[config.mk]
export PLATFORM = sky130hd
export DESIGN_NAME = contador_bidir
export DESIGN_NICKNAME = d
export VERILOG_FILES = /design/src/rtl/contador_pkg.sv /design/src/rtl/contador_next.sv /design/src/rtl/contador_bidir.sv
export SDC_FILE = /design/constraint.sdc
export NUM_CORES = 1
export LEC_CHECK = 0
export CORE_MARGIN = 5
export CORE_UTILIZATION = 50
export CTS_CLUSTER_SIZE = 14
export DETAILED_ROUTE_END_ITERATION = 8
export GPL_TIMING_DRIVEN = 0
export HOLD_SLACK_MARGIN = 0.05
export PLACE_DENSITY_LB_ADDON = 0.05
export SLEW_MARGIN = 20
export SYNTH_ARGS = -nofsm -noshare
export SYNTH_HDL_FRONTEND = slang
export SYNTH_SLANG_ARGS = --single-unit
[constraint.sdc]
create_clock -name clk -period 3.2 [get_ports clk]
set_clock_uncertainty 0.1 [all_clocks]
set_input_delay 0.8 -clock clk [delete_from_list [all_inputs] [get_ports clk]]
set_output_delay 0.8 -clock clk [all_outputs]
set_load 0.02 [all_outputs]
[src/rtl/contador_pkg.sv]
// Shared types and constants for the bidirectional bounded counter.
// Holds the count-mode enum, direction encodings and the turn-counter helper.
// No logic of its own; imported by contador_next and contador_bidir.
package contador_pkg;

    // Count mode selected by the 2-bit mode input
    typedef enum logic [1:0] {
        BOUNCE  = 2'd0,
        WRAP_UP = 2'd1,
        WRAP_DN = 2'd2,
        HOLD    = 2'd3
    } mode_e;

    // Direction encodings carried by the dir register
    localparam logic DIR_UP = 1'b0;
    localparam logic DIR_DN = 1'b1;

    // Width of the optional reversal/wrap event counter
    localparam int TURNS_W = 16;

    // Saturating increment for the event counter: sticks at all-ones
    function automatic logic [TURNS_W-1:0] sat_inc(input logic [TURNS_W-1:0] v);
        if (v == {TURNS_W{1'b1}}) begin
            return v;
        end
        return v + TURNS_W'(1);
    endfunction

endpackage

[src/rtl/contador_next.sv]
// Next-state logic of the bounded counter: load, bound error, clamp, then count.
// Purely combinational, zero latency; result is registered by contador_bidir.
// No backpressure; a new decision is produced every cycle.
module contador_next
    import contador_pkg::*;
#(
    parameter int WIDTH = 4
) (
    input  logic [WIDTH-1:0] s,
    input  logic             dir,
    input  logic             en,
    input  logic [1:0]       mode,
    input  logic [WIDTH-1:0] lo,
    input  logic [WIDTH-1:0] hi,
    input  logic             bnd_err,
    input  logic             load,
    input  logic [WIDTH-1:0] load_val,
    output logic [WIDTH-1:0] s_nxt,
    output logic             dir_nxt,
    output logic             turn_nxt
);

    mode_e mode_q;
    logic  span_zero;

    assign mode_q    = mode_e'(mode);
    // A zero-width window leaves nowhere to step to, so counting stalls
    assign span_zero = (lo == hi);

    // Priority chain: load, then bound error freeze, then clamp, then the mode step.
    // Increment only happens when s<hi and decrement only when s>lo, so the adder
    // can never wrap even with full-range bounds.
    always_comb begin
        s_nxt    = s;
        dir_nxt  = dir;
        turn_nxt = 1'b0;
        if (load) begin
            s_nxt = load_val;
        end else if (!bnd_err && en) begin
            if (s > hi) begin
                s_nxt = hi;
            end else if (s < lo) begin
                s_nxt = lo;
            end else begin
                case (mode_q)
                    BOUNCE: begin
                        if (!span_zero) begin
                            if (dir == DIR_UP) begin
                                if (s < hi) begin
                                    s_nxt = s + WIDTH'(1);
                                end else begin
                                    // Reflect off hi so it is visited only once per sweep
                                    s_nxt    = hi - WIDTH'(1);
                                    dir_nxt  = DIR_DN;
                                    turn_nxt = 1'b1;
                                end
                            end else begin
                                if (s > lo) begin
                                    s_nxt = s - WIDTH'(1);
                                end else begin
                                    s_nxt    = lo + WIDTH'(1);
                                    dir_nxt  = DIR_UP;
                                    turn_nxt = 1'b1;
                                end
                            end
                        end
                    end
                    WRAP_UP: begin
                        dir_nxt = DIR_UP;
                        if (!span_zero) begin
                            if (s < hi) begin
                                s_nxt = s + WIDTH'(1);
                            end else begin
                                s_nxt    = lo;
                                turn_nxt = 1'b1;
                            end
                        end
                    end
                    WRAP_DN: begin
                        dir_nxt = DIR_DN;
                        if (!span_zero) begin
                            if (s > lo) begin
                                s_nxt = s - WIDTH'(1);
                            end else begin
                                s_nxt    = hi;
                                turn_nxt = 1'b1;
                            end
                        end
                    end
                    default: begin
                        // HOLD: keep everything as is
                    end
                endcase
            end
        end
    end

endmodule

[src/rtl/contador_bidir.sv]
// Bidirectional bounded up/down counter with bounce and wrap modes; optional
// turn event counter when CONTADOR_TURN_CNT_EN is defined. State updates one
// cycle after inputs; flags are combinational. No backpressure.
module contador_bidir
    import contador_pkg::*;
#(
    parameter int               WIDTH   = 4,
    parameter logic [WIDTH-1:0] RST_VAL = '0
) (
    input  logic             clk,
    input  logic             rst,
    input  logic             en,
    input  logic [1:0]       mode,
    input  logic [WIDTH-1:0] lo,
    input  logic [WIDTH-1:0] hi,
    input  logic             load,
    input  logic [WIDTH-1:0] load_val,
    output logic [WIDTH-1:0] s,
    output logic             dir,
    output logic             at_lo,
    output logic             at_hi,
    output logic             turn,
    output logic             bnd_err
`ifdef CONTADOR_TURN_CNT_EN
    ,
    output logic [TURNS_W-1:0] turns
`endif
);

    logic [WIDTH-1:0] s_nxt;
    logic             dir_nxt;
    logic             turn_nxt;

    // Status flags track the live bounds, not a registered copy
    assign at_lo   = (s == lo);
    assign at_hi   = (s == hi);
    assign bnd_err = (lo > hi);

    contador_next #(
        .WIDTH (WIDTH)
    ) u_next (
        .s        (s),
        .dir      (dir),
        .en       (en),
        .mode     (mode),
        .lo       (lo),
        .hi       (hi),
        .bnd_err  (bnd_err),
        .load     (load),
        .load_val (load_val),
        .s_nxt    (s_nxt),
        .dir_nxt  (dir_nxt),
        .turn_nxt (turn_nxt)
    );

    // Count, direction and turn pulse registers
    always_ff @(posedge clk or negedge rst) begin
        if (!rst) begin
            s    <= RST_VAL;
            dir  <= DIR_UP;
            turn <= 1'b0;
        end else begin
            s    <= s_nxt;
            dir  <= dir_nxt;
            turn <= turn_nxt;
        end
    end

`ifdef CONTADOR_TURN_CNT_EN
    // Saturating count of turn pulses; load restarts the tally
    always_ff @(posedge clk or negedge rst) begin
        if (!rst) begin
            turns <= '0;
        end else if (load) begin
            turns <= '0;
        end else if (turn_nxt) begin
            turns <= sat_inc(turns);
        end
    end
`endif

endmodule
Word level (Yosys, flattened, before mapping)

Index checks and enable logic that the tools add are counted.

Bits in registers: 6
Input port bits: 18
Logic and storage cells: 60
Output and inout bits: 9

Order comparisons: 5
Bitwise operators: 3
Add/subtract/negate cells: 4
Reduce and logical (&&, ||, !) cells: 8
Multiplexer cells: 28
Equal/unequal tests: 9

Operators with widths:

| operator              | count |
|---|---|
| $mux W4               | 12 |
| $ne A5 B5 Y1 const B  | 3 |
| $mux W1               | 13 |
| $eq A4 B4 Y1          | 3 |
| $gt A4 B4 Y1          | 3 |
| $pmux W4 S3           | 1 |
| $add A4 B1 Y4 const B | 2 |
| $lt A4 B4 Y1          | 2 |
| $sub A4 B1 Y4 const B | 2 |
| $pmux W1 S3           | 2 |
| $reduce_and A6 Y1     | 1 |
| $reduce_bool A6 Y1    | 1 |
| $reduce_and A5 Y1     | 1 |
| $not A1 Y1            | 3 |
| $reduce_bool A3 Y1    | 1 |
| $eq A2 B1 Y1 const B  | 1 |
| $eq A2 B2 Y1 const B  | 1 |
| $logic_not A2 Y1      | 1 |
| $ne A2 B2 Y1 const B  | 1 |
| $reduce_bool A2 Y1    | 1 |
| $logic_and A1 B1 Y1   | 1 |
| $logic_not A1 Y1      | 1 |

Depth between registers and ports, before layout

Gate-level depths: netlist of run 1.

Depth in word-level cells: 9
Mapped depth: 10
Gate-level depth less buffers: 9

Hierarchy

A second synthesis of run 1 with hierarchy kept.

Cells, all modules: 201
Area, all modules: 1,493.9 µm²

By module, submodules not included:

| module         | cells each | area an instance (µm²) | times used |
|---|---|---|---|
| contador_next  | 172        | 1,151.1                | 1 |
| contador_bidir | 29         | 342.8                  | 1 |

Worst setup path after synthesis of run 1

Ideal clock, no wire load.

Kind: input port to flip-flop
From: input hi[1]
To: register s[1]
Data arrival time: 2,419 ps
Buffers on the path: 0
Cell stages on the path: 9
Setup slack: 536 ps
Library setup time: 146 ps
Cell sequence: inv_1 ha_1 nor2b_4 o211ai_4 nand2_4 mux2_4 a221o_1 nand4_1 a41oi_1

Longest elaborated chain between the ends: 9
Elaborated cells on any way between the ends: 25
Classes of those cells: add/sub: 1; order compare: 3; eq/ne: 4; mux: 12; reduce/logical: 5

RTL lines:

| element                                       | RTL line                                                      | source |
|---|---|---|
| from (decl)                                   | contador_bidir.sv:15                                          | `input logic [WIDTH-1:0] hi,` |
| $sub A4 B1 Y4 or $lt A4 B4 Y1 (tied branches) | contador_next.sv:53, contador_next.sv:49, contador_next.sv:71 |  |
| $mux W4                                       | contador_next.sv:49                                           | `if (s < hi) begin` |
| $mux W4                                       | contador_next.sv:48                                           | `if (dir == DIR_UP) begin` |
| $mux W4                                       | contador_next.sv:47                                           | `if (!span_zero) begin` |
| $pmux W4 S3                                   | contador_next.sv:45                                           | `case (mode_q)` |
| $mux W4                                       | contador_next.sv:42                                           | `end else if (s < lo) begin` |
| $mux W4                                       | contador_next.sv:40                                           | `if (s > hi) begin` |
| $mux W4                                       | contador_next.sv:39                                           | `end else if (!bnd_err && en) begin` |
| $mux W4                                       | contador_next.sv:37                                           | `if (load) begin` |
| to (signal assigned)                          | contador_bidir.sv:63                                          | `s <= s_nxt;` |
| to (decl)                                     | contador_bidir.sv:18                                          | `output logic [WIDTH-1:0] s,` |

Several ways; a longest one is shown, not always the timed one. The select of a mux whose other input is x is not followed.
A chain may end at the register's enable or synchronous reset.

Worst setup path in the final report of run 1

From: input lo[3]
To: output at_lo

Longest elaborated chain between the ends: 1

RTL lines:

| element      | RTL line             | source |
|---|---|---|
| from (decl)  | contador_bidir.sv:14 | `input logic [WIDTH-1:0] lo,` |
| $eq A4 B4 Y1 | contador_bidir.sv:35 | `assign at_lo = (s == lo);` |
| to (decl)    | contador_bidir.sv:20 | `output logic at_lo,` |

No other way between the ends.

==> summary.md, run 1 <==
| Metric | Value |
|---|---|
| Placer Congestion | `1.030` |
| Die Footprint | `3651 um^2` |
| # setup viols final | `0` |
| Initial antenna violation count | `0` |
| Clock buffer depth | `2` |
| Required @ worst endpoint | `2.30 ns` |
| Mux cell area share after synthesis | `0.04429` |
| Final nets | `236` |
| Final instance area | `1634 um^2` |
| GRT Overall Usage | `0.2314` |
| Outcome | `completed` |
| Min-delay worst type | `reg -> reg` |
| Reg clk slew, reported paths | `0.04 ns` |
| CTS root buffer | `clkbuf_4` |
| Post-synthesis async set-or-reset flop share | `1.000` |
| # clock sinks | `6` |
| Vias in the first global route | `1378` |
| Post-DP Area | `1569 um^2` |
| Die W | `60.42 um` |
| Final ANT Viol Nets | `0` |
| Final cell count without fillers | `226` |
| Leakage | `0.0007451 uW` |
| Setup CP Type | `in -> out` |
| P per Cell Area | `558.6 nW/um^2` |
| Routed length per instance | `17.44 um` |
| I/O Pins | `27` |
| Filler Cells Inserted | `211` |
| Sequential area share after synthesis | `0.1181` |
| Final cell utilization of the core | `0.6656` |
| Post-synthesis adder-cell area fraction | `0.1969` |
| Synth Area in Compound Gates | `0.2923` |
| Setup WS post-layout | `0.1061 ns` |
| Final Max Tran Viols | `0` |
| Area of the multi-input gates | `1080 um^2` |
| Initial core utilization | `0.5178` |
| Ys Warns | `0` |
| Most used DFF post-synth | `dfrtp_1` |
| Max cap viols | `0` |
| Post-Syn Area | `1271 um^2` |
| Core area | `2455 um^2` |
| HPWL Detailed | `3066 um` |
| CP startpoint kind | `input pin` |
| Via Count | `1407` |
| N_diodes | `0` |
| Period utilisation layout | `0.9668` |
| DR vias/cell | `6.226` |
| XOR/XNOR Fraction of Synth Area | `0.05512` |
| Max_slew headroom | `0.6766` |
| Area Overhead vs Synth | `28.54%` |
| Distinct cells, synth | `50` |
| Final min period | `3.094 ns` |
| H-tree level count | `1` |
| Syn Area/Cell | `7.658 um^2` |
| Largest net degree at the start of global routing | `11` |
| Post-synthesis cell count | `166` |
| FF/Latch Area | `150.1 um^2` |
| CTS buffer count | `3` |
| Critical-path maximum fanout | `5` |
| Crit. End Element | `output port` |
| Worst VDD drop | `0.4151 mV` |
| Port Buffers | `26` |
| Worst-Skew Late Latency | `0.25 ns` |
| Placement Setup Slack | `-0.5170 ns` |
| Share of cells above drive strength 1 | `0.1480` |
| Total wire length | `3941 um` |
| Row count | `18` |
| CTS tree | `done` |
| Total grt overflow | `0` |
| Seq cells post-synth | `6` |
| Final hold vios | `0` |
| RSZ-0062 raised after global routing | `no` |
| Post-synth EDFFs | `0` |
| Main combinational cell family by area after synthesis | `compound AO/OA/AOI/OAI gates` |
| Crit path DAT | `2.19 ns` |
| Slew @ Worst Pin | `0.4850 ns` |
| Syn nets | `204` |
| DIE HEIGHT | `60.42 um` |
| Placed Instances | `222` |
| Post-Synth Simple-Gate Area | `0.2274` |
| DR iter-0 viols | `107` |
| First-pass GRT wire length | `6396 um` |
| Overall Power | `912.7 uW` |
| F_max | `323.2 MHz` |
| Drt pass-1 iters | `4` |
| Drt drc | `0` |
## cells by family (layout without fill, tap and decap cells)
logic type      count (synthesis)  after routing
simple gates                   55             55
compound gates                 51             51
buf+inv                        21             51
fa+ha+maj                      20             20
xor+xnor                        8              8
flops                           6              6
mux                             5              5
## Yosys cell counts, types with 3 or more instances
master / count / share of area
inv_1: 17 / 0.050
o221ai_1: 3 / 0.021
o211ai_1: 5 / 0.030
nor3_1: 4 / 0.016
a31oi_1: 5 / 0.025
dfrtp_1: 6 / 0.12
mux2i_1: 3 / 0.024
xnor2_1: 5 / 0.034
o22ai_1: 3 / 0.015
o21ai_0: 6 / 0.024
nand4_1: 4 / 0.020
nand3_1: 5 / 0.020
ha_1: 20 / 0.20
xor2_1: 3 / 0.021
nor2_1: 12 / 0.035
a21oi_1: 8 / 0.031
nand2_1: 14 / 0.041
## final timing paths
path	startpoint	to	slack, ns	cells past startpoint
min in group asynchronous	rst	s[2]	0.70	1
max reg2reg	s[2]	s[3]	0.60	8
max in group asynchronous	rst	dir	2.07	1
max	lo[3]	at_lo	0.11	6
min	s[3]	s[3]	0.65	1
min reg2reg	s[3]	s[3]	0.65	1
## layout make-up
cell class	instances	area share
flip-flops and latches	6	0.09188
plain buffers	4	0.01225
clock buffers	3	0.01378
multi-input cells	139	0.6608
well taps	30	0.02297
repair buffers	27	0.1593
inverters	17	0.03905
## registers in the layout, summed over array words and instances, names as in the netlist
signal,cells
turn,1
s,4
dir,1
## worst max-delay path, cell delays in order
cell and delay [ns]:
dlygate4sd2_1 0.33, inv_1 0.08, ha_1 0.35, and4_1 0.19, buf_2 0.16, clkdlybuf4s15_2 0.28
## cell usage in the layout (no fill, tap or decap), types with 3 or more instances in the layout
cell and count:
xor2_1 3, nand2_1 14, nor3_1 4, ha_1 18, inv_1 14, mux2i_1 3, o22ai_1 3, dfrtp_1 6
a21oi_2 3, clkbuf_4 3, a21oi_1 7, dlygate4sd2_1 4, xnor2_1 5, nand3_1 5, o221ai_1 3, o21ai_0 6
o211ai_1 5, a31oi_1 4, clkdlybuf4s50_1 15, nand4_1 4, nor2_1 12, inv_2 3
## power breakdown
part | leakage [uW] | total (uW) | internal (uW) | switching [uW]
sequential | 0.0000696 | 134 | 94.9 | 39.1
clock | 0.0000138 | 70.3 | 42.4 | 27.8
combinational | 0.000662 | 708 | 295 | 413
total | 0.000745 | 913 | 433 | 480
## layer usage
layer	wire (um)	vias to the layer above	GRT usage
met5	0	-	0
met4	57	0	0.05882
met3	380	6	0.04255
met2	1849	72	0.3812
met1	1654	649	0.3132
li1	-	680	-
## what timing repair did
item                       4_1_cts  5_1_grt
hold buffers                     0        0
setup endpoints to repair        5        6
resized for setup               22        7
setup buffers                    1        0
pin swaps                        1        0
cloned                           0        0
## stage by stage
stage / hold slack (ns) / TNS (ns)
2_1_floorplan: 0.4044 / 0
3_3_place_gp: 0.5700 / -2.866
3_5_place_dp: 0.6192 / -2.725
4_1_cts: 0.6653 / 0
5_1_grt: 0.6714 / 0
6_report: 0.6455 / 0
No activity file was read; power rests on OpenSTA's default activity.
==> run 2: changes to the inputs <==
- ABC_AREA: default -> 0
==> results of run 2 <==
No change in the layout: final DEF, timing and power equal those of run 1.
